`config.mk`:
```
export PLATFORM = sky130hd
export DESIGN_NAME = led_flash_ctrl_flat
export DESIGN_NICKNAME = d
export VERILOG_FILES = /design/src/rtl/led_pkg.sv /design/src/rtl/led_flash_ctrl_if.sv /design/src/rtl/led_channel.sv /design/src/rtl/led_flash_ctrl.sv /design/src/flat_wrapper.sv
export SDC_FILE = /design/constraint.sdc
export NUM_CORES = 1
export LEC_CHECK = 0
export CORE_MARGIN = 2
export CORE_UTILIZATION = 46
export DETAILED_ROUTE_END_ITERATION = 16
export PLACE_DENSITY = 0.62
export SYNTH_ARGS = -nofsm -noshare
export SYNTH_HDL_FRONTEND = slang
export SYNTH_HIERARCHICAL = 1
export SYNTH_SLANG_ARGS = --single-unit
```
`constraint.sdc`:
```
create_clock -name sclk -period 9 [get_ports sclk]
set_input_delay 0.9 -clock sclk [delete_from_list [all_inputs] [get_ports sclk]]
set_output_delay 0.9 -clock sclk [all_outputs]
set_load 0.1 [all_outputs]
```
`src/rtl/led_pkg.sv`:
```
// Shared mode encoding for the LED flasher.
// Used by the top, the channel block and the bench.
package led_pkg;

   localparam logic [1:0] MODE_OFF   = 2'd0;
   localparam logic [1:0] MODE_ON    = 2'd1;
   localparam logic [1:0] MODE_BLINK = 2'd2;
   localparam logic [1:0] MODE_BURST = 2'd3;

   typedef enum logic [1:0] {
      M_OFF   = MODE_OFF,
      M_ON    = MODE_ON,
      M_BLINK = MODE_BLINK,
      M_BURST = MODE_BURST
   } led_mode_t;

endpackage

```
`src/rtl/led_flash_ctrl_if.sv`:
```
// Single-cycle configuration port of the LED flasher.
// master drives a write, slave (the flasher) samples it.
interface led_flash_ctrl_if #(
   parameter int CH_W  = 2,
   parameter int PER_W = 16,
   parameter int CNT_W = 8
) ();

   logic             cfg_wr;
   logic [CH_W-1:0]  cfg_ch;
   logic [1:0]       cfg_mode;
   logic [PER_W-1:0] cfg_half;
   logic [CNT_W-1:0] cfg_cnt;

   modport master (
      output cfg_wr, cfg_ch, cfg_mode, cfg_half, cfg_cnt
   );

   modport slave (
      input cfg_wr, cfg_ch, cfg_mode, cfg_half, cfg_cnt
   );

endinterface

```
`src/rtl/led_channel.sv`:
```
// One LED channel: mode register, phase and burst counters.
// A write always wins over a tick arriving in the same cycle.
module led_channel
   import led_pkg::*;
#(
   parameter int PER_W = 16,
   parameter int CNT_W = 8
) (
   input  logic             sclk,
   input  logic             rst,
   input  logic             wr,
   input  led_mode_t        wr_mode,
   input  logic [PER_W-1:0] wr_half,
   input  logic [CNT_W-1:0] wr_cnt,
   input  logic             tick,
   output logic             led,
   output logic             burst_done
);

   localparam logic [PER_W-1:0] H_ONE = PER_W'(1);
   localparam logic [CNT_W-1:0] C_ONE = CNT_W'(1);

   led_mode_t        mode_q, mode_d;
   logic [PER_W-1:0] half_q, half_d;
   logic [CNT_W-1:0] rem_q, rem_d;
   logic [PER_W-1:0] ph_q, ph_d;
   logic             led_d;
   logic             done_d;

   // State register for mode, counters and the registered outputs
   always_ff @(posedge sclk) begin
      if (rst) begin
         mode_q     <= M_OFF;
         half_q     <= H_ONE;
         rem_q      <= '0;
         ph_q       <= '0;
         led        <= 1'b0;
         burst_done <= 1'b0;
      end else begin
         mode_q     <= mode_d;
         half_q     <= half_d;
         rem_q      <= rem_d;
         ph_q       <= ph_d;
         led        <= led_d;
         burst_done <= done_d;
      end
   end

   // Next state: write restarts the channel, else ticks advance the phase
   always_comb begin
      mode_d = mode_q;
      half_d = half_q;
      rem_d  = rem_q;
      ph_d   = ph_q;
      led_d  = led;
      done_d = 1'b0;
      if (wr) begin
         mode_d = wr_mode;
         half_d = (wr_half == '0) ? H_ONE : wr_half;
         rem_d  = wr_cnt;
         ph_d   = '0;
         unique case (wr_mode)
            M_OFF:   led_d = 1'b0;
            M_ON:    led_d = 1'b1;
            M_BLINK: led_d = 1'b1;
            M_BURST: begin
               if (wr_cnt != '0) begin
                  led_d = 1'b1;
               end else begin
                  led_d  = 1'b0;
                  mode_d = M_OFF;
                  done_d = 1'b1;
               end
            end
         endcase
      end else if (tick && (mode_q == M_BLINK || mode_q == M_BURST)) begin
         if (ph_q == half_q - H_ONE) begin
            ph_d  = '0;
            led_d = ~led;
            if (mode_q == M_BURST && led) begin
               rem_d = rem_q - C_ONE;
               if (rem_q == C_ONE) begin
                  mode_d = M_OFF;
                  done_d = 1'b1;
               end
            end
         end else begin
            ph_d = ph_q + H_ONE;
         end
      end
   end

endmodule

```
`src/rtl/led_flash_ctrl.sv`:
```
// Multi-channel LED flasher: shared tick prescaler,
// write decode and one led_channel per LED.
module led_flash_ctrl
   import led_pkg::*;
#(
   parameter int  CLK_FREQ_HZ = 50_000_000,
   parameter int  TICK_HZ     = 1_000,
   parameter int  NUM_CH      = 4,
   parameter int  PER_W       = 16,
   parameter int  CNT_W       = 8,
   localparam int CH_W        = (NUM_CH > 1) ? $clog2(NUM_CH) : 1
) (
   input  logic              sclk,
   input  logic              rst,
   led_flash_ctrl_if.slave   cfg,
   output logic              tick,
   output logic [NUM_CH-1:0] led,
   output logic [NUM_CH-1:0] burst_done
);

   localparam int DIV    = CLK_FREQ_HZ / TICK_HZ;
   localparam int PRES_W = (DIV > 2) ? $clog2(DIV) : 1;
   localparam logic [PRES_W-1:0] PRES_MAX = PRES_W'(DIV - 1);

   logic [PRES_W-1:0] pres_cnt;
   logic [NUM_CH-1:0] wr_sel;
   led_mode_t         wr_mode;

   // Prescaler; tick is registered so it lands one cycle after the wrap value
   always_ff @(posedge sclk) begin
      if (rst) begin
         pres_cnt <= '0;
         tick     <= 1'b0;
      end else begin
         pres_cnt <= (pres_cnt == PRES_MAX) ? '0 : pres_cnt + PRES_W'(1);
         tick     <= (pres_cnt == PRES_MAX);
      end
   end

   // Channel select; writes to a channel index past NUM_CH hit nothing
   always_comb begin
      wr_sel = '0;
      for (int i = 0; i < NUM_CH; i++) begin
         wr_sel[i] = cfg.cfg_wr && (int'(cfg.cfg_ch) == i);
      end
   end

   assign wr_mode = led_mode_t'(cfg.cfg_mode);

   for (genvar g = 0; g < NUM_CH; g++) begin : g_ch
      led_channel #(
         .PER_W (PER_W),
         .CNT_W (CNT_W)
      ) u_ch (
         .sclk       (sclk),
         .rst        (rst),
         .wr         (wr_sel[g]),
         .wr_mode    (wr_mode),
         .wr_half    (cfg.cfg_half),
         .wr_cnt     (cfg.cfg_cnt),
         .tick       (tick),
         .led        (led[g]),
         .burst_done (burst_done[g])
      );
   end

endmodule
```
`src/flat_wrapper.sv`:
```
// flat-port wrapper written by rule: the top's interface ports become plain ports
module led_flash_ctrl_flat import led_pkg::*;
#(
   parameter int  CLK_FREQ_HZ = 50_000_000,
   parameter int  TICK_HZ     = 1_000,
   parameter int  NUM_CH      = 4,
   parameter int  PER_W       = 16,
   parameter int  CNT_W       = 8,
   localparam int CH_W        = (NUM_CH > 1) ? $clog2(NUM_CH) : 1
)
  (sclk, rst, tick, led, burst_done, cfg_cfg_wr, cfg_cfg_ch, cfg_cfg_mode, cfg_cfg_half, cfg_cfg_cnt);
  led_flash_ctrl_if #(.PER_W(PER_W), .CNT_W(CNT_W)) cfg_i ();
  input  logic sclk;
  input  logic rst;
  output logic tick;
  output logic [NUM_CH-1:0] led;
  output logic [NUM_CH-1:0] burst_done;
  input wire logic [$bits(cfg_i.cfg_wr)-1:0] cfg_cfg_wr;
  input wire logic [$bits(cfg_i.cfg_ch)-1:0] cfg_cfg_ch;
  input wire logic [$bits(cfg_i.cfg_mode)-1:0] cfg_cfg_mode;
  input wire logic [$bits(cfg_i.cfg_half)-1:0] cfg_cfg_half;
  input wire logic [$bits(cfg_i.cfg_cnt)-1:0] cfg_cfg_cnt;
  assign cfg_i.cfg_wr = cfg_cfg_wr;
  assign cfg_i.cfg_ch = cfg_cfg_ch;
  assign cfg_i.cfg_mode = cfg_cfg_mode;
  assign cfg_i.cfg_half = cfg_cfg_half;
  assign cfg_i.cfg_cnt = cfg_cfg_cnt;
  led_flash_ctrl #(.CLK_FREQ_HZ(CLK_FREQ_HZ), .TICK_HZ(TICK_HZ), .NUM_CH(NUM_CH), .PER_W(PER_W), .CNT_W(CNT_W)) u_core (.sclk(sclk), .rst(rst), .cfg(cfg_i), .tick(tick), .led(led), .burst_done(burst_done));
endmodule
```
==> results.md <==
* Status: complete, no violations
* CP max stage delay at 0.53 ns
* Required @ worst endpoint at 9.30 ns
* PostCTS Resize Cnt at 0
* Max-slew headroom at 0.309
* Leakage at 4.48 nW
* Synthesized area per cell at 8.56 sq um
* Area share of the largest cell type after synthesis at 0.333
* Ys Warns at 6
* CP Launch Type: flop
* Global-route wire length before repair at 48.8 mm
* Final antenna-violating net count at 0
* Worst Hold Class: reg2reg
* Largest area contributor in the netlist: dfxtp_1
* DR WL/cell at 17.7 microns
* Global route overflow at 0
* Setup Buffers After CTS at 0
* HPWL after DPL at 20.5 mm
* Peak Freq at 279 MHz
* FF/Latch Area at 3860 sq um
* Top-Level Pins at 40
* Cell area power density at 151 nW/um^2
* Total GRT Usage at 0.231
* Worst VDD drop at 0.0933 mV
* Vias in the first global route at 9125
* Arr. time, crit path at 3.88 ns
* Drt first pass iters at 6
* Area delta synth->final at 8.74%
* # Max-Cap Violations at 0
* Full die area at 26500 sq um
* Cell row count at 58
* CP cell instances: inv_1, ha_1, or4b_4, nor4_4, o22ai_1, or3_1, nand4bb_1, or2_1, o21ai_2, nor2_1
* Multi-input gate area at 7180 sq um
* #FFs+latches synth at 193
* Cells after Synth at 1357
* Most frequent cells in the layout: dfxtp_1, nor2_1, xnor2_1
* Die width at 163 microns
* Core area at 25000 sq um
* Syn_nets at 1413
* Final setup viols at 0
* IO buf count at 39
* Root buf cell: clkbuf_16
* Period minus WS final at 3.59 ns
* Largest net degree at the start of global routing at 81
* RSZ-0062 raised after global routing: false
* Top cells by area, synth: dfxtp_1, xnor2_1, mux2i_1, nor2_1, xor2_1
* DRC violations left at 0
* CTS Buf Count at 17
* EDFF count, synth at 0
* Avg Vias per Cell at 5.82
* Worst-path maximum fanout at 15
* Critical path class: reg2reg
* Drt first-iter violations at 762
* Fin. max-slew vios at 0
* Routability cong. at 0.878
* Clk_lat worst skew at 0.44 ns
* DR vias at 9861
* Netlist cell types at 97
* Final Util at 0.506
* Die H at 163 microns
* Hold WS at 0.481 ns
* Max clock buf depth at 2
* Period utilization at 0.399
* Async S/R FF share, synth at 0
* Layout Skew at 0.0109 ns
* CTS sink cnt at 193
* Filler cell count at 2385
* Worst slew pin tran at 1.03 ns
* CP Capture Type: flop
* Fin nets at 1406
* ANT cells at 0
* Initial antenna violation count at 0
* H-tree lvl count at 4
* CTS tree: yes
* Clock slew at reported path FFs at 0.08 ns
* Ys flop type: dfxtp_1
* Setup TNS at 0 ns
* Layout cell share with drive strength beyond 1 at 0.0807
* Initial Util at 0.465
* Total Power at 1.90 mW
* Post-Route WL at 30.0 mm
* Post-Syn Area at 11600 sq um
* Slowest-stage cell, CP: or4b_4
* Hold buffer count at cts at 0
* Most common cell after layout, fill and taps aside: dfxtp_1
* Sequential area share after synthesis at 0.333
* Hold Vio Cnt, Final at 0
power by group:
part | switching (mW) | internal, mW
Sequential | 0.0291 | 0.874
Combinational | 0.169 | 0.0997
Clock | 0.367 | 0.365
Total | 0.565 | 1.34
area by class of cell:
| type | instances | area share |
|---|---|---|
| clock buffer | 18 | 0.0340 |
| clock inverter | 14 | 0.00971 |
| inverter | 51 | 0.0152 |
| multi-input combinational | 1043 | 0.569 |
| sequential | 193 | 0.306 |
| tap | 330 | 0.0327 |
| timing repair buffer | 44 | 0.0337 |
final timing paths:
kind	cells past startpoint	endpoint	slack [ns]	from
hold / removal	2	u_core/g_ch[0].u_ch/mode_q[0]	0.48	u_core/g_ch[0].u_ch/mode_q[0]
setup / recovery	10	u_core/g_ch[0].u_ch/ph_q[8]	5.41	u_core/g_ch[0].u_ch/half_q[0]
setup reg to reg	10	u_core/g_ch[0].u_ch/ph_q[8]	5.41	u_core/g_ch[0].u_ch/half_q[0]
hold reg to reg	2	u_core/g_ch[0].u_ch/mode_q[0]	0.48	u_core/g_ch[0].u_ch/mode_q[0]
critical path, delay by kind of cell (launching register included):
family	cells	cell delay [ns]
AO/OA/AOI/OAI	2	0.64
adder cells (fa/ha/maj)	1	0.28
buffers and inverters	1	0.08
flip-flops	1	0.37
AND/OR/NAND/NOR	6	2.07
sequential cells by signal, indices dropped and copies added (netlist names):
name	cells
u_core/g_ch.u_ch/rem_q	32
u_core/g_ch.u_ch/half_q	64
u_core/pres_cnt	16
u_core/g_ch.u_ch/led	4
u_core/g_ch.u_ch/ph_q	64
u_core/g_ch.u_ch/mode_q	8
u_core/tick	1
u_core/g_ch.u_ch/burst_done	4
stage by stage:
step / setup WS (ns) / area [sq um] / std cells
floorplan: 5.90 / 11600 / 1357
global placement: 5.59 / 12100 / 1661
detailed placement: 5.48 / 12100 / 1661
CTS: 5.40 / 12600 / 1693
global route: 5.11 / 12600 / 1693
finish: 5.41 / 12600 / 1693
cell families after synthesis:
group	synth area share
AND/OR/NAND/NOR	0.304
flip-flops	0.333
AO/OA/AOI/OAI	0.103
XOR/XNOR	0.118
buffers and inverters	0.0494
multiplexers	0.0655
adder cells (fa/ha/maj)	0.0269
synthesized netlist by cell type, drive strengths merged (8+ instances only):
cell and n:
dfxtp 193, nor2 171, xnor2 89, nand2 79, nor3 77, mux2i 73
xor2 68, nor4 65, nand3 54, inv 51, clkbuf 39, nand4 38
o21ai 29, buf 28, ha 25, a21oi 24, and3 22, or3 20
a211oi 16, and4 15, or4 14, and2 12, o211ai 11, nor3b 10
a211o 9, a31oi 8
layer usage:
metal,global-route usage,wire (microns),part of all wire,vias up
met2,0.380,14000,0.47,219
met4,0.0756,699,0.023,0
li1,-,-,-,4903
met1,0.310,13900,0.47,4702
met3,0.0349,1290,0.043,37
met5,0,0,0,-
Power figures use the tool's default switching activity.
